## src/rtl/ofdmbbp_cmd_sched_pkg.sv

```systemverilog
// Shared types for the OFDM baseband command scheduler: state encoding, field widths, command word layout.
package ofdmbbp_sched_pkg;

    localparam int LEN_W   = 8;
    localparam int PAUSE_W = 22;
    localparam int MODE_W  = 2;
    localparam int CMD_W   = PAUSE_W + MODE_W + LEN_W;

    typedef enum logic [1:0] {
        S_IDLE  = 2'd0,
        S_ISSUE = 2'd1,
        S_RUN   = 2'd2,
        S_PAUSE = 2'd3
    } state_t;

    typedef struct packed {
        logic [PAUSE_W-1:0] pause;
        logic [MODE_W-1:0]  mode;
        logic [LEN_W-1:0]   length;
    } cmd_t;

endpackage

```

## src/rtl/ofdmbbp_cmd_sched_if.sv

```systemverilog
// Scheduler port bundle: command FIFO side, core command/data handshakes, control inputs and status outputs.
interface ofdmbbp_cmd_sched_if #(
    parameter int DATA_W  = 24,
    parameter int LEN_W   = 8,
    parameter int PAUSE_W = 22,
    parameter int MODE_W  = 2
);
    logic                            enable;
    logic                            hold;
    logic                            abort;
    logic                            src_cmd_valid;
    logic                            src_cmd_ready;
    logic [PAUSE_W+MODE_W+LEN_W-1:0] src_cmd_bits;
    logic                            core_cmd_valid;
    logic                            core_cmd_ready;
    logic [LEN_W-1:0]                core_cmd_length;
    logic [MODE_W-1:0]               core_cmd_mode;
    logic [PAUSE_W-1:0]              core_cmd_pause;
    logic                            src_din_valid;
    logic                            src_din_ready;
    logic [DATA_W-1:0]               src_din_bits;
    logic                            core_din_valid;
    logic                            core_din_ready;
    logic [DATA_W-1:0]               core_din_bits;
    logic                            busy;
    logic [1:0]                      state;
    logic                            cmd_done;
    logic [15:0]                     cmd_count;
    logic [15:0]                     starve_count;

    modport master (
        output enable, hold, abort, src_cmd_valid, src_cmd_bits, core_cmd_ready,
               src_din_valid, src_din_bits, core_din_ready,
        input  src_cmd_ready, core_cmd_valid, core_cmd_length, core_cmd_mode, core_cmd_pause,
               src_din_ready, core_din_valid, core_din_bits, busy, state, cmd_done,
               cmd_count, starve_count
    );

    modport slave (
        input  enable, hold, abort, src_cmd_valid, src_cmd_bits, core_cmd_ready,
               src_din_valid, src_din_bits, core_din_ready,
        output src_cmd_ready, core_cmd_valid, core_cmd_length, core_cmd_mode, core_cmd_pause,
               src_din_ready, core_din_valid, core_din_bits, busy, state, cmd_done,
               cmd_count, starve_count
    );

endinterface

```

## src/rtl/ofdmbbp_cmd_sched_stats.sv

```systemverilog
// Completed-command counter (wrapping) and core-starvation cycle counter (saturating at 0xFFFF).
module ofdmbbp_sched_stats (
    input  logic        clk,
    input  logic        rstn,
    input  logic        i_done,
    input  logic        i_starve,
    output logic [15:0] o_cmd_count,
    output logic [15:0] o_starve_count
);

    logic [15:0] r_cmd_count;
    logic [15:0] r_starve_count;

    always_ff @(posedge clk) begin
        if (!rstn) begin
            r_cmd_count    <= 16'd0;
            r_starve_count <= 16'd0;
        end else begin
            if (i_done) begin
                r_cmd_count <= r_cmd_count + 16'd1;
            end
            if (i_starve && (r_starve_count != 16'hFFFF)) begin
                r_starve_count <= r_starve_count + 16'd1;
            end
        end
    end

    assign o_cmd_count    = r_cmd_count;
    assign o_starve_count = r_starve_count;

endmodule

```

## src/rtl/ofdmbbp_cmd_sched.sv

```systemverilog
// Presents one command to the OFDM core, gates exactly `length` data beats through, then idles `pause` cycles.
// Statistics counters exist only when OFDMBBP_SCHED_STATS_EN is defined; otherwise they read as 0.
module ofdmbbp_cmd_sched #(
    parameter int DATA_W  = 24,
    parameter int PAUSE_W = 22,
    parameter int LEN_W   = 8
) (
    input  logic               clk,
    input  logic               rstn,
    ofdmbbp_cmd_sched_if.slave bus
);
    import ofdmbbp_sched_pkg::*;

    state_t             r_state;
    state_t             w_state_nxt;
    cmd_t               r_cmd;
    cmd_t               w_cmd;
    logic [LEN_W-1:0]   r_beat_cnt;
    logic [PAUSE_W-1:0] r_pause_cnt;
    logic               r_cmd_done;
    logic               w_run;
    logic               w_cmd_fire;
    logic               w_din_fire;
    logic               w_done;
    logic               w_load_pause;

    assign w_cmd = bus.src_cmd_bits;

    // Abort also masks both FIFO pops so an abort cycle never swallows a command or a data word.
    assign bus.src_cmd_ready = rstn & bus.enable & ~bus.hold & ~bus.abort & (r_state == S_IDLE);
    assign w_run             = (r_state == S_RUN) & ~bus.abort;
    assign w_cmd_fire        = bus.src_cmd_valid & bus.src_cmd_ready;
    assign w_din_fire        = w_run & bus.src_din_valid & bus.core_din_ready;

    always_comb begin
        w_state_nxt  = r_state;
        w_done       = 1'b0;
        w_load_pause = 1'b0;
        case (r_state)
            S_IDLE: begin
                if (w_cmd_fire) begin
                    w_state_nxt = S_ISSUE;
                end
            end
            S_ISSUE: begin
                if (bus.core_cmd_ready) begin
                    if (r_cmd.length != '0) begin
                        w_state_nxt = S_RUN;
                    end else if (r_cmd.pause != '0) begin
                        w_state_nxt  = S_PAUSE;
                        w_load_pause = 1'b1;
                    end else begin
                        w_state_nxt = S_IDLE;
                        w_done      = 1'b1;
                    end
                end
            end
            S_RUN: begin
                if (w_din_fire && (r_beat_cnt == LEN_W'(1))) begin
                    if (r_cmd.pause != '0) begin
                        w_state_nxt  = S_PAUSE;
                        w_load_pause = 1'b1;
                    end else begin
                        w_state_nxt = S_IDLE;
                        w_done      = 1'b1;
                    end
                end
            end
            S_PAUSE: begin
                if (r_pause_cnt <= PAUSE_W'(1)) begin
                    w_state_nxt = S_IDLE;
                    w_done      = 1'b1;
                end
            end
            default: w_state_nxt = S_IDLE;
        endcase
        if (bus.abort) begin
            w_state_nxt  = S_IDLE;
            w_done       = 1'b0;
            w_load_pause = 1'b0;
        end
    end

    always_ff @(posedge clk) begin
        if (!rstn) begin
            r_state     <= S_IDLE;
            r_cmd       <= '0;
            r_beat_cnt  <= '0;
            r_pause_cnt <= '0;
            r_cmd_done  <= 1'b0;
        end else begin
            r_state    <= w_state_nxt;
            r_cmd_done <= w_done;
            if (bus.abort) begin
                r_beat_cnt  <= '0;
                r_pause_cnt <= '0;
            end else begin
                if (w_cmd_fire) begin
                    r_cmd      <= w_cmd;
                    r_beat_cnt <= w_cmd.length;
                end else if (w_din_fire) begin
                    r_beat_cnt <= r_beat_cnt - 1'b1;
                end
                if (w_load_pause) begin
                    r_pause_cnt <= r_cmd.pause;
                end else if (r_state == S_PAUSE) begin
                    r_pause_cnt <= r_pause_cnt - 1'b1;
                end
            end
        end
    end

    assign bus.core_cmd_valid  = (r_state == S_ISSUE);
    assign bus.core_cmd_length = r_cmd.length;
    assign bus.core_cmd_mode   = r_cmd.mode;
    assign bus.core_cmd_pause  = r_cmd.pause;
    assign bus.core_din_valid  = w_run & bus.src_din_valid;
    assign bus.src_din_ready   = w_run & bus.core_din_ready;
    assign bus.core_din_bits   = w_run ? bus.src_din_bits : {DATA_W{1'b0}};
    assign bus.busy            = (r_state != S_IDLE);
    assign bus.state           = r_state;
    assign bus.cmd_done        = r_cmd_done;

`ifdef OFDMBBP_SCHED_STATS_EN
    logic w_starve;
    assign w_starve = (r_state == S_RUN) & bus.core_din_ready & ~bus.src_din_valid;

    ofdmbbp_sched_stats u_stats (
        .clk            (clk),
        .rstn           (rstn),
        .i_done         (w_done),
        .i_starve       (w_starve),
        .o_cmd_count    (bus.cmd_count),
        .o_starve_count (bus.starve_count)
    );
`else
    assign bus.cmd_count    = 16'd0;
    assign bus.starve_count = 16'd0;
`endif

endmodule

```

## src/flat_wrapper.sv

```systemverilog
// flat-port wrapper written by rule: the top's interface ports become plain ports
module ofdmbbp_cmd_sched_flat import ofdmbbp_sched_pkg::*;
#(
    parameter int DATA_W  = 24,
    parameter int PAUSE_W = 22,
    parameter int LEN_W   = 8
)
  (clk, rstn, bus_enable, bus_hold, bus_abort, bus_src_cmd_valid, bus_src_cmd_bits, bus_core_cmd_ready, bus_src_din_valid, bus_src_din_bits, bus_core_din_ready, bus_src_cmd_ready, bus_core_cmd_valid, bus_core_cmd_length, bus_core_cmd_mode, bus_core_cmd_pause, bus_src_din_ready, bus_core_din_valid, bus_core_din_bits, bus_busy, bus_state, bus_cmd_done, bus_cmd_count, bus_starve_count);
  ofdmbbp_cmd_sched_if #(.DATA_W(DATA_W), .LEN_W(LEN_W), .PAUSE_W(PAUSE_W), .MODE_W(2)) bus_i ();
  input  logic clk;
  input  logic rstn;
  input wire logic [$bits(bus_i.enable)-1:0] bus_enable;
  input wire logic [$bits(bus_i.hold)-1:0] bus_hold;
  input wire logic [$bits(bus_i.abort)-1:0] bus_abort;
  input wire logic [$bits(bus_i.src_cmd_valid)-1:0] bus_src_cmd_valid;
  input wire logic [$bits(bus_i.src_cmd_bits)-1:0] bus_src_cmd_bits;
  input wire logic [$bits(bus_i.core_cmd_ready)-1:0] bus_core_cmd_ready;
  input wire logic [$bits(bus_i.src_din_valid)-1:0] bus_src_din_valid;
  input wire logic [$bits(bus_i.src_din_bits)-1:0] bus_src_din_bits;
  input wire logic [$bits(bus_i.core_din_ready)-1:0] bus_core_din_ready;
  output wire logic [$bits(bus_i.src_cmd_ready)-1:0] bus_src_cmd_ready;
  output wire logic [$bits(bus_i.core_cmd_valid)-1:0] bus_core_cmd_valid;
  output wire logic [$bits(bus_i.core_cmd_length)-1:0] bus_core_cmd_length;
  output wire logic [$bits(bus_i.core_cmd_mode)-1:0] bus_core_cmd_mode;
  output wire logic [$bits(bus_i.core_cmd_pause)-1:0] bus_core_cmd_pause;
  output wire logic [$bits(bus_i.src_din_ready)-1:0] bus_src_din_ready;
  output wire logic [$bits(bus_i.core_din_valid)-1:0] bus_core_din_valid;
  output wire logic [$bits(bus_i.core_din_bits)-1:0] bus_core_din_bits;
  output wire logic [$bits(bus_i.busy)-1:0] bus_busy;
  output wire logic [$bits(bus_i.state)-1:0] bus_state;
  output wire logic [$bits(bus_i.cmd_done)-1:0] bus_cmd_done;
  output wire logic [$bits(bus_i.cmd_count)-1:0] bus_cmd_count;
  output wire logic [$bits(bus_i.starve_count)-1:0] bus_starve_count;
  assign bus_i.enable = bus_enable;
  assign bus_i.hold = bus_hold;
  assign bus_i.abort = bus_abort;
  assign bus_i.src_cmd_valid = bus_src_cmd_valid;
  assign bus_i.src_cmd_bits = bus_src_cmd_bits;
  assign bus_i.core_cmd_ready = bus_core_cmd_ready;
  assign bus_i.src_din_valid = bus_src_din_valid;
  assign bus_i.src_din_bits = bus_src_din_bits;
  assign bus_i.core_din_ready = bus_core_din_ready;
  assign bus_src_cmd_ready = bus_i.src_cmd_ready;
  assign bus_core_cmd_valid = bus_i.core_cmd_valid;
  assign bus_core_cmd_length = bus_i.core_cmd_length;
  assign bus_core_cmd_mode = bus_i.core_cmd_mode;
  assign bus_core_cmd_pause = bus_i.core_cmd_pause;
  assign bus_src_din_ready = bus_i.src_din_ready;
  assign bus_core_din_valid = bus_i.core_din_valid;
  assign bus_core_din_bits = bus_i.core_din_bits;
  assign bus_busy = bus_i.busy;
  assign bus_state = bus_i.state;
  assign bus_cmd_done = bus_i.cmd_done;
  assign bus_cmd_count = bus_i.cmd_count;
  assign bus_starve_count = bus_i.starve_count;
  ofdmbbp_cmd_sched #(.DATA_W(DATA_W), .PAUSE_W(PAUSE_W), .LEN_W(LEN_W)) u_core (.clk(clk), .rstn(rstn), .bus(bus_i));
endmodule
```

## config.mk

```make
export PLATFORM = sky130hd
export DESIGN_NAME = ofdmbbp_cmd_sched_flat
export DESIGN_NICKNAME = d
export VERILOG_FILES = /design/src/rtl/ofdmbbp_cmd_sched_pkg.sv /design/src/rtl/ofdmbbp_cmd_sched_if.sv /design/src/rtl/ofdmbbp_cmd_sched_stats.sv /design/src/rtl/ofdmbbp_cmd_sched.sv /design/src/flat_wrapper.sv
export SDC_FILE = /design/constraint.sdc
export NUM_CORES = 1
export LEC_CHECK = 0
export CELL_PAD_IN_SITES_DETAIL_PLACEMENT = 0
export CELL_PAD_IN_SITES_GLOBAL_PLACEMENT = 1
export CORE_MARGIN = 5
export CORE_UTILIZATION = 27
export DETAILED_ROUTE_END_ITERATION = 10
export PLACE_DENSITY = 0.88
export REMOVE_ABC_BUFFERS = 1
export SLEW_MARGIN = 20
export SYNTH_ARGS = -nofsm -noshare
export SYNTH_HDL_FRONTEND = slang
export SYNTH_HIERARCHICAL = 1
export SYNTH_SLANG_ARGS = --single-unit
```

## constraint.sdc

```tcl
create_clock -name clk -period 2 [get_ports clk]
set_input_delay 0.2 -clock clk [delete_from_list [all_inputs] [get_ports clk]]
set_output_delay 0.2 -clock clk [all_outputs]
set_load 0.02 [all_outputs]
```

==> impl_metrics.tcl, run 1 <==
set metrics [dict create \
    met2_usage_pct 23.9 \
    yosys-top-cells-area "dfxtp_1 (35%), nand2_1 (8.5%), buf_4 (6.7%)" \
    synth_cell_types 48 \
    r2r-start "u_core/r_pause_cnt[13]" \
    path_class "reg2reg" \
    min_path_type "in2reg" \
    drtIter0Drc 211 \
    io_buffers 128 \
    fp-row-count 42 \
    power_density_nw_per_um2 529 \
    clk_latency_ns 0.33 \
    switching_power_uw 726 \
    yosysTopAreaCell "dfxtp_1" \
    dr.pass1.iters 4 \
    hold_viol 0 \
    fin_util_pct 42.9 \
    ant_nets 0 \
    antenna_found_initial 0 \
    critPathRequiredTime_ns 2.27 \
    synth_edf_count 0 \
    swShare_pct 23.9 \
    cp_max_fo 6 \
    n_antenna_cell 0 \
    met1_usage_pct 17.5 \
    p_int_uw 2310 \
    syn_area_um2 3700 \
    synth_top_area_share_pct 35.1 \
    io_pins 161 \
    fin_crit_ns 1.97 \
    power_frac_clock_pct 45.6 \
    cts-root-buf "clkbuf_16" \
    fp.dieW_um 127 \
    postPlaceCellArea_um2 5330 \
    layout.nets 687 \
    postSynthAreaPerCell_um2 8.19 \
    ys_ff_latch 65 \
    fin_tns_setup_ns 0 \
    viasPerCell 4.65 \
    htree_levels 3 \
    yosysMostFrequentCell "nand2_1" \
    grt_pass1_wl_um 18600 \
    synthCells 452 \
    grt_pass1_vias 3600 \
    cts_buffer_depth 2 \
    p_comb_share_pct 11.1 \
    seq_power_share_pct 43.3 \
    drv_cap 0 \
    reg2reg_depth 5 \
    place_inst 774 \
    yosys_warnings 6 \
    max_freq_ghz 0.507 \
    busiest_layer "met2" \
    synthFlopType "dfxtp_1" \
    drc 0 \
    grt_max_degree 45 \
    p_leak_uw 0.00219 \
    crit_path_cell_trace "or4_4 > or3_4 > or3_1 > a21o_1 > a21oi_2" \
    worstMarginPinSlew_ns 0.487 \
    vias 3700 \
    coreArea_um2 13300 \
    endpoint "u_core/r_pause_cnt[18]" \
    grt.overflow.total 0 \
    cp-startpoint "u_core/r_pause_cnt[13]" \
    drt_wl_total_um 12000 \
    yosysSeqAreaShare_pct 35.1 \
    postCtsHoldBufs 0 \
    layout.cells.non_filler 795 \
    crit_slowest_cell "or4_4" \
    rr_endpoint "u_core/r_pause_cnt[18]" \
    die-height_um 127 \
    cts.sinks 65 \
    use_met3_pct 3.34 \
    areaGrowthSynthToFinish_pct 54.8 \
    setup_violations 0 \
    die_area_um2 16200 \
    relSlewSlack_pct 67.3 \
    dp_hpwl_um 8800 \
    slew_viol_final 0 \
    fin_crit_sh_pct 98.6 \
    start_util_pct 27.7 \
    wl_per_cell_um 15.1 \
    cts_buffers 9 \
    status "complete, no violations" \
    design_area_um2 5730 \
    cts_tree "built" \
    drive_above_1_share_pct 19.9 \
    gp_congestion 0.802 \
    synth_commonest_cells "nand2_1 (84), dfxtp_1 (65), buf_4 (33)" \
    ys_async_sr_fraction_pct 0 \
    r2r_setup_slack_ns 0.03 \
    startpoint_type "flip-flop" \
    grt.total_usage_pct 14.1 \
    max_stage_delay_ns 0.57 \
    finClkSkew_ns 0.00701 \
    end_kind "flip-flop" \
    peakVddDrop_mv 0.404 \
    path_clk_slew_ns 0.06 \
    arrival_ns 2.24 \
    rsz0062_at_grt "yes" \
]
cells by family after synthesis:
group	Yosys count	share of synthesized area [%]
adders and majority gates	8	2.70
and+or+nand+nor	197	28.1
xor gates and xnor gates	21	4.97
buffers and inverters	67	10.6
DFF	65	35.1
AOI/OAI and AO/OA	91	17.8
muxes	2	0.541
other	1	0.101
flip-flops by register name (all words and copies together) (netlist names):
name                        flops
u_core/bus.core_cmd_length      8
u_core/r_beat_cnt               8
u_core/bus.core_cmd_mode        2
u_core/bus.cmd_done             1
u_core/bus.core_cmd_pause      22
u_core/bus.state                2
u_core/r_pause_cnt             22
routing by layer:
| metal | vias up | part of all wire (%) |
|---|---|---|
| li1 | 1840 | - |
| met1 | 1736 | 43 |
| met2 | 105 | 50 |
| met3 | 19 | 4.4 |
| met4 | 0 | 1.9 |
| met5 | - | 0 |
cell type report:
type | count | area [um2]
Multi-Input combinational cell | 351 | 2260
Tap cell | 176 | 220
Clock inverter | 4 | 20.0
Sequential cell | 65 | 1310
Fill cell | 1310 | 7620
Timing Repair Buffer | 176 | 1650
Inverter | 11 | 41.3
Clock buffer | 12 | 236
critical path: cells and delay by family (launching register included):
kind             cells  cell delay (ns)
AND/OR/NAND/NOR      3             1.29
flip-flops           1             0.30
AO/OA/AOI/OAI        2             0.31
worst min-delay path by stage:
stage / startpoint / endpoint / slack (ns) / depth (start not counted)
finish: bus_src_cmd_bits[15] / u_core/bus.core_cmd_pause[5] / 0.43 / 3
global route: bus_src_cmd_bits[15] / u_core/bus.core_cmd_pause[5] / 0.42 / 3
CTS: bus_src_cmd_bits[9] / u_core/bus.core_cmd_mode[1] / 0.42 / 3
detailed placement: u_core/bus.core_cmd_mode[1] / u_core/bus.core_cmd_mode[1] / 0.46 / 2
global placement: u_core/bus.core_cmd_mode[1] / u_core/bus.core_cmd_mode[1] / 0.46 / 2
floorplan: bus_src_cmd_bits[2] / u_core/bus.core_cmd_length[2] / 0.34 / 2
per-stage QoR:
stage | hold WS [ns] | worst slack, ns | power [uW]
final | 0.427 | 0.0287 | 3030
after global routing | 0.424 | -0.0457 | 3170
after CTS | 0.420 | 0.00403 | 3060
after detailed placement | 0.459 | -0.146 | 1670
after global placement | 0.457 | -0.0836 | 1660
after floorplan | 0.345 | -0.333 | 1460
power by group through the flow:
stage	Clock [uW]	Sequential (uW)	Combinational (uW)
6_report	1380	1310	335
5_1_grt	1500	1310	357
4_1_cts	1410	1310	329
3_5_place_dp	0	1340	326
3_3_place_gp	0	1340	322
2_1_floorplan	0	1350	112
layout by cell type, fill, tap and decap left out, types with 4 or more instances in the layout:
master           netlist  routed
nand3_1               15      15
ha_1                   8       6
and2_1                27      27
clkbuf_2               0      14
xnor2_1               13      13
nor2_1                14      14
a21oi_1               10      10
nor3_1                 7       7
nor4_1                20      12
nor4_2                 0       8
xor2_1                 8       8
dfxtp_1               65      62
nand2_1               84      84
o31a_1                 4       4
clkbuf_16              0      10
clkdlybuf4s15_2        0      12
inv_1                 11      10
buf_4                 33      41
clkdlybuf4s50_1        0      99
o31ai_1               15      15
o21ai_0                7       7
a21boi_0              32      32
a211oi_1               4       4
conb_1                 1      32
clkinv_2               0       4
what timing repair did:
| item | in CTS | in global routing |
|---|---|---|
| cloned | 1 | 1 |
| resized for setup | 75 | 37 |
| endpoints found under the hold margin | 0 | 0 |
| pin swaps | 0 | 12 |
| setup endpoints to repair | 30 | 53 |
| buffers inserted | 0 | 4 |
(Power assumes the default switching activity.)
==> run 2: changes to the inputs <==
--- a/config.mk
+++ b/config.mk
@@ -10,9 +10,10 @@
 export CORE_MARGIN = 5
 export CORE_UTILIZATION = 27
 export DETAILED_ROUTE_END_ITERATION = 10
+export GPL_TIMING_DRIVEN = 1
 export PLACE_DENSITY = 0.88
 export REMOVE_ABC_BUFFERS = 1
-export SLEW_MARGIN = 20
+export SLEW_MARGIN = 10
 export SYNTH_ARGS = -nofsm -noshare
 export SYNTH_HDL_FRONTEND = slang
 export SYNTH_HIERARCHICAL = 1
==> results of run 2 <==
Same layout as run 1: the final DEF is identical, and so are final timing and power.
==> run 3: changes to the inputs <==
--- a/config.mk
+++ b/config.mk
@@ -8,10 +8,11 @@
 export CELL_PAD_IN_SITES_DETAIL_PLACEMENT = 0
 export CELL_PAD_IN_SITES_GLOBAL_PLACEMENT = 1
 export CORE_MARGIN = 5
-export CORE_UTILIZATION = 27
+export CORE_UTILIZATION = 28
+export CTS_BUF_LIST = sky130_fd_sc_hd__clkbuf_2 sky130_fd_sc_hd__clkbuf_4 sky130_fd_sc_hd__clkbuf_8
 export DETAILED_ROUTE_END_ITERATION = 10
 export GPL_TIMING_DRIVEN = 1
-export PLACE_DENSITY = 0.88
+export PLACE_DENSITY = 0.9
 export REMOVE_ABC_BUFFERS = 1
 export SLEW_MARGIN = 10
 export SYNTH_ARGS = -nofsm -noshare
==> impl_metrics.tcl, run 3 (same netlist as run 1, synthesis figures left out) <==
set metrics [dict create \
    drtIter0Drc 238 \
    grt_pass1_wl_um 18300 \
    cts_tree "built" \
    fin_crit_ns 1.99 \
    viasPerCell 4.59 \
    rsz0062_at_grt "yes" \
    drt_wl_total_um 11700 \
    postCtsHoldBufs 0 \
    use_met3_pct 2.60 \
    wl_per_cell_um 14.7 \
    die_area_um2 15600 \
    n_antenna_cell 0 \
    finClkSkew_ns 0.00597 \
    fin_util_pct 43.6 \
    p_total_uw 2660 \
    met2_usage_pct 24.0 \
    grt_pass1_vias 3671 \
    final_common_cell "clkdlybuf4s50_1" \
    clk_latency_ns 0.34 \
    fin_tns_setup_ns 0 \
    antenna_found_initial 0 \
    design_area_um2 5700 \
    min_path_type "in2reg" \
    fin_crit_sh_pct 99.4 \
    path_clk_slew_ns 0.06 \
    gp_congestion 0.813 \
    die-height_um 125 \
    areaGrowthSynthToFinish_pct 54.0 \
    hold_viol 0 \
    grt.total_usage_pct 14.1 \
    cts_buffer_depth 2 \
    layout.nets 693 \
    status "complete, no violations" \
    cts_buffers 9 \
    layout.cells.most_common_list "clkdlybuf4s50_1 (99), nand2_1 (84), dfxtp_1 (60)" \
    critPathRequiredTime_ns 2.28 \
    grt_max_degree 45 \
    arrival_ns 2.26 \
    coreArea_um2 13100 \
    busiest_layer "met2" \
    slew_viol_final 0 \
    grt.overflow.total 0 \
    drc 0 \
    max_freq_ghz 0.503 \
    path_class "reg2reg" \
    end_kind "flip-flop" \
    cts.sinks 65 \
    p_leak_uw 0.00220 \
    hold_ws_ns 0.419 \
    start_util_pct 28.3 \
    htree_levels 3 \
    postPlaceCellArea_um2 5370 \
    ant_nets 0 \
    worstMarginPinSlew_ns 0.502 \
    vias 3662 \
    relSlewSlack_pct 66.2 \
    setup_violations 0 \
    cts-root-buf "clkbuf_8" \
    cp_max_fo 5 \
    r2r_setup_slack_ns 0.01 \
    drv_cap 0 \
    startpoint_type "flip-flop" \
    fp-row-count 42 \
    fp.dieW_um 125 \
    power_density_nw_per_um2 466 \
    dp_hpwl_um 8610 \
    peakVddDrop_mv 0.316 \
    drive_above_1_share_pct 20.7 \
    io_buffers 128 \
    dr.pass1.iters 4 \
    met1_usage_pct 17.0 \
    io_pins 161 \
]
==> run 3: cell count changes in the layout (fill, tap and decap cells not counted), sizes merged <==
cell	before	now
buf	47	55
clkbuf	27	26
clkinv	4	0
==> run 3: metrics by stage <==
| step | cells | worst slack [ns] |
|---|---|---|
| floorplan | 427 | -0.333 |
| global placement | 778 | -0.210 |
| detailed placement | 778 | -0.263 |
| CTS | 791 | 0.00240 |
| global route | 798 | -0.0435 |
| finish | 798 | 0.0120 |
==> run 3: layout make-up <==
cell class | count | area, um2
timing repair buffer | 182 | 1700
tap | 176 | 220
clock buffer | 13 | 173
multi-input combinational | 351 | 2260
fill | 1237 | 7380
sequential | 65 | 1310
inverter | 11 | 41.3
==> run 3: where the power goes <==
| group | leakage [uW] | switching [uW] | internal [uW] | total (uW) |
|---|---|---|---|---|
| logic | 0.00159 | 163 | 177 | 340 |
| clock network | 0.0000909 | 460 | 545 | 1010 |
| registers | 0.000527 | 8.23 | 1300 | 1310 |
| total | 0.00220 | 631 | 2030 | 2660 |
==> run 3: worst max-delay path, cell delays in order (launching register included) <==
cell	delay, ns
dfxtp_2	0.32
or4_4	0.57
or3_4	0.41
or3_4	0.36
a21o_1	0.17
a21oi_2	0.10
==> run 3: layer usage <==
layer,vias up,part of all wire (%)
met4,0,3.2
met1,1701,41
met3,20,4.2
met2,100,52
li1,1841,-
met5,-,0
==> run 3: worst paths after layout <==
kind                                                   from                      endpoint  cells after the start
worst max register to register       u_core/r_pause_cnt[12]        u_core/r_pause_cnt[18]                      5
worst min register to register  u_core/bus.core_cmd_mode[1]   u_core/bus.core_cmd_mode[1]                      2
worst min-delay path                   bus_src_cmd_bits[17]  u_core/bus.core_cmd_pause[7]                      3
worst max-delay path                 u_core/r_pause_cnt[12]        u_core/r_pause_cnt[18]                      5
==> run 3: what timing repair did <==
action                     4_1_cts  5_1_grt
setup endpoints to repair       32       51
gates resized for setup         75       39
cloned                           0        2
pin swaps                        1       14
setup buffers                    0        5
==> patch 1: new RTL, flow settings as in run 2 <==
The option `OFDMBBP_SCHED_STATS_EN` is turned on by a define.
--- a/src/rtl/ofdmbbp_cmd_sched.sv
+++ b/src/rtl/ofdmbbp_cmd_sched.sv
@@ -2,2 +2,4 @@
 // Statistics counters exist only when OFDMBBP_SCHED_STATS_EN is defined; otherwise they read as 0.
+`define OFDMBBP_SCHED_STATS_EN
+
 module ofdmbbp_cmd_sched #(
Check against the original RTL: not equivalent (a bounded check fails within 4 cycles, from zero or initial values and one cycle with rstn low).
==> patch 1 against run 2 <==
- the flow now finishes with violations (negative setup slack)
- clock power is 30% higher
- final area is 54% higher
- synthesized area is 37% higher
- power is 35% higher
- setup slack worse by 700 ps
- routed wire length is 46% higher
- cell count is 39% higher
- sequential cell count is 32 higher
==> patch 1: results (changes against run 2) <==
Synth async-reset ratio=0 (unchanged); Routed WL per cell=15.78 um (+4.8%); maximum vdd ir drop=0.0005372 V (+33%); Total GRT Usage=0.1482 (+0.007411); slack of the critical path=-671.2 ps (-699.8 ps); Clock Skews=10.28 ps (+3.269 ps); hpwl dp=11,840 um (+35%); slew margin rel.=0.6262 (-0.04642); final setup fails=18 (+18); largest cells by area after synthesis=dfxtp_1 38%, nand2_1 6.8%, a211oi_2 5.2%; Arrival @ worst endpoint=2960 ps (+720 ps); first-pass GRT wire length=26,230 um (+41%); routed vias/inst=4.799 (+3.1%); status=finished with violations; Worst path max stage delay=540 ps (-30 ps); Layout fillers=1,766 (+35%); worst-path maximum fanout=5 (-1); clk root buf=clkbuf_16; number of port buffers=160 (+25%); Initial DRC Count=187 (-11%); post-route setup TNS=-8182 ps (-8182 ps); Static Leakage=3.457 nW (+58%); Clk Latency, worst-skew pair=360 ps (+30 ps); RePlAce Congestion=0.8107 (+1.1%); nets@finish=941 (+37%); layout cells sized above 1=0.3651 (+0.1664); most frequent cells after synthesis=97 x dfxtp_1, 92 x nand2_1, 53 x nor2_1; Seq/Total Area, Yosys=0.3816 (+0.03014); number of global-route vias before repair=5,236 (+45%); Final Hold Fails=0 (unchanged); clock slew at reported path FFs=approximately 70 ps; violations in the final reports=negative setup slack
-- patch 1: cell types whose count changed in the layout (fill, tap and decap cells not counted), sizes merged, moves of 10 or more --
cell / before / now
nand4: 3 / 17
clkbuf: 27 / 13
conb: 32 / 0
xnor2: 13 / 27
buf: 47 / 164
dfxtp: 65 / 97
nor3: 7 / 24
o31ai: 15 / 5
a211oi: 4 / 23
nor2: 14 / 53
clkdlybuf4s50: 99 / 131
clkdlybuf4s15: 12 / 0
-- patch 1: repair_timing --
| action | in CTS | in global routing |
|---|---|---|
| pin swaps | 16 | 56 |
| hold buffers | 0 | 0 |
| buffers inserted | 8 | 12 |
| setup endpoints to repair | 56 | 95 |
| gates resized for setup | 140 | 158 |
| cloned | 1 | 7 |
-- patch 1: cell families (layout without fill, tap and decap cells) --
kind of cell,count (synthesis),count (layout),share of synthesized area
DFF,97,97,0.3816
and+or+nand+nor,285,285,0.2997
adders and majority gates,10,10,0.02459
AOI/OAI and AO/OA,106,106,0.1738
buffers and inverters,40,327,0.03958
xor gates and xnor gates,40,40,0.06885
muxes,6,6,0.01180
-- patch 1: metal layers --
layer  GRT usage  share of wire
met2      0.2410           0.49
met4     0.04427          0.018
met5           0              0
met3     0.04411          0.054
met1      0.1903           0.44
-- patch 1: where the power goes --
part / total [mW] / internal, mW / switching (mW) / leakage, nW
sequential: 1.95 / 1.94 / 0.00697 / 0.785
combinational: 0.361 / 0.212 / 0.150 / 2.53
clock: 1.80 / 0.981 / 0.815 / 0.146
-- patch 1: stage by stage --
step / area (um^2) / util / std cells / worst slack (ps) / hold WS, ps
after floorplan: 4928 / - / 555 / -1063 / 317.8
after global placement: 7737 / 0.4150 / 1063 / -817.9 / 456.9
after detailed placement: 7737 / 0.4150 / 1063 / -901.8 / 458.9
after CTS: 8094 / 0.4342 / 1088 / -661.9 / 389.7
after global routing: 8832 / 0.4738 / 1105 / -779.4 / 399.1
final: 8832 / 0.4738 / 1105 / -671.2 / 389.6
-- patch 1: layout make-up --
| type | instances | share of cell area |
|---|---|---|
| Clock buffer | 9 | 0.02550 |
| Clock inverter | 7 | 0.008783 |
| Inverter | 11 | 0.004958 |
| Multi-Input combinational cell | 447 | 0.3808 |
| Sequential cell | 97 | 0.2209 |
| Tap cell | 234 | 0.03315 |
| Timing Repair Buffer | 300 | 0.3260 |
-- patch 1: worst paths after layout --
path,startpoint,endpoint,slack (ps),cells after the start
worst max register to register,u_core/bus.core_cmd_length[7],u_core/u_stats/o_cmd_count[13],-670,10
worst min-delay path,bus_src_cmd_bits[15],u_core/bus.core_cmd_pause[5],390,3
worst max-delay path,u_core/bus.core_cmd_length[7],u_core/u_stats/o_cmd_count[13],-670,10
worst min register to register,u_core/bus.core_cmd_mode[0],u_core/bus.core_cmd_mode[0],470,2
==> patch 2: new RTL, config.mk and constraints of run 2 <==
Without the edit above. Make the reset (`rstn`) asynchronous in one clocked block.
--- a/src/rtl/ofdmbbp_cmd_sched.sv
+++ b/src/rtl/ofdmbbp_cmd_sched.sv
@@ -83,3 +83,3 @@
 
-    always_ff @(posedge clk) begin
+    always_ff @(posedge clk or negedge rstn) begin
         if (!rstn) begin
Check against the original RTL: differs if rstn is asserted again (counterexample within 4 cycles, from zero or initial values and one cycle with rstn low); with rstn held inactive, the same outputs for 10 cycles.
==> patch 2 against run 2 <==
- final area increased by 12%
- die area increased by 2.9%
- routed wire length increased by 5.1%
- sequential cell count unchanged
- setup slack got worse by 140 ps
- critical endpoint is now u_core/bus.state[0]
- critical path type unchanged
- synthesized area increased by 3.1%
- the flow now finishes with violations (negative setup slack)
- cell count increased by 3.3%
Power is not compared: it rests on default switching activity, and its combinational part moved more than twofold at a synthesized area within 25%.
==> patch 2: results (changes against run 2) <==
Non-clock inverters=8 (-3); Total GRT Usage=0.1436 (+0.002793); violations in the final reports=negative setup slack; Routed WL per cell=15.32 um (+1.8%); Distinct cells, synth=45 (-6.3%); non-clock buffer total of the final layout=212 (+20%); largest cells by area after synthesis=dfrtp_1 43%, nand2_1 11%, buf_4 6.3%; first-pass GRT wire length=19,130 um (+3.0%); reg2reg start=u_core/r_beat_cnt[4]; dpl cell area=5752 um^2 (+7.9%); Hold Crit Class=in2async; clock-cell share of area=0.04211 (-0.002646); multi-input combinational cell count=342 (-2.6%); clock tree buffer depth=2 (unchanged); post-route setup TNS=-411.2 ps (-411.2 ps); via count=3,720 (+0.54%); Clock Skews=5.533 ps (-1.475 ps); number of global-route vias before repair=3,817 (+6.0%); yosys warns=6 (unchanged); Seq/Total Area, Yosys=0.4260 (+0.07448); clock buffer count=11 (-1); fraction of area in multi-input gates=0.3476 (-0.04604); Synth Area in Compound Gates=0.08421 (-0.09423); CP endpoint=u_core/bus.state[0]; Seq cells=65 (unchanged); Synth async-reset ratio=1.000 (+1.000); slack of the critical path=-115.2 ps (-143.8 ps); Hold WS=142.3 ps (-284.9 ps); layout cells sized above 1=0.2995 (+0.1008); worst-path maximum fanout=2 (-4); Register-to-Register Path Depth=4 (-1); Syn Area/Cell=8.758 um^2 (+6.9%); Placed Cells=800 (+3.4%); Initial DRC Count=190 (-10%); initial antenna violation count=0 (unchanged); largest net degree at the start of global routing=66 (+47%); hpwl dp=9244 um (+5.1%); ant diodes=0 (unchanged); status=finished with violations; footprint of the multi-input gates=2231 um^2 (-1.1%); post-synthesis mux area share=0.009174 (+0.003767); Post-Syn Area=3819 um^2 (+3.1%); nets@finish=711 (+3.5%); Layout fillers=1,300 (-0.76%); Non-clock buffer share=0.3170 (+0.02925); register area=1627 um^2 (+24%); Post-Synth Adder-Cell Area=0.02621 (-0.0008238); RePlAce Congestion=0.8459 (+5.5%); Post-Synth XOR/XNOR Area=0.06193 (+0.01225); final setup fails=8 (+8)
[patch 2: repair_timing]
action	in CTS	in global routing
setup endpoints to repair	55	71
gates resized for setup	112	39
cloned	1	2
pin swaps	1	5
setup buffers	0	4
[patch 2: worst max-delay path, cell delays in order, from the launching register on]
cell,delay [ps]
dfrtp_1,380
or4_4,530
or4_4,450
a221oi_4,320
mux2_4,330
[patch 2: how the worst min path moves through the flow]
stage	start	end	cells after the start
finish	rstn	u_core/bus.core_cmd_pause[9]	2
global route	rstn	u_core/bus.core_cmd_pause[9]	2
CTS	rstn	u_core/r_pause_cnt[8]	2
detailed placement	u_core/bus.core_cmd_mode[0]	u_core/bus.core_cmd_mode[0]	2
global placement	u_core/bus.core_cmd_mode[1]	u_core/bus.core_cmd_mode[1]	2
floorplan	rstn	u_core/bus.cmd_done	0
[patch 2: layer usage]
metal | global-route usage | routed length (um)
met5 | 0 | 0
met4 | 0.05806 | 315
met3 | 0.01826 | 291
met2 | 0.2470 | 6712
met1 | 0.1822 | 5254
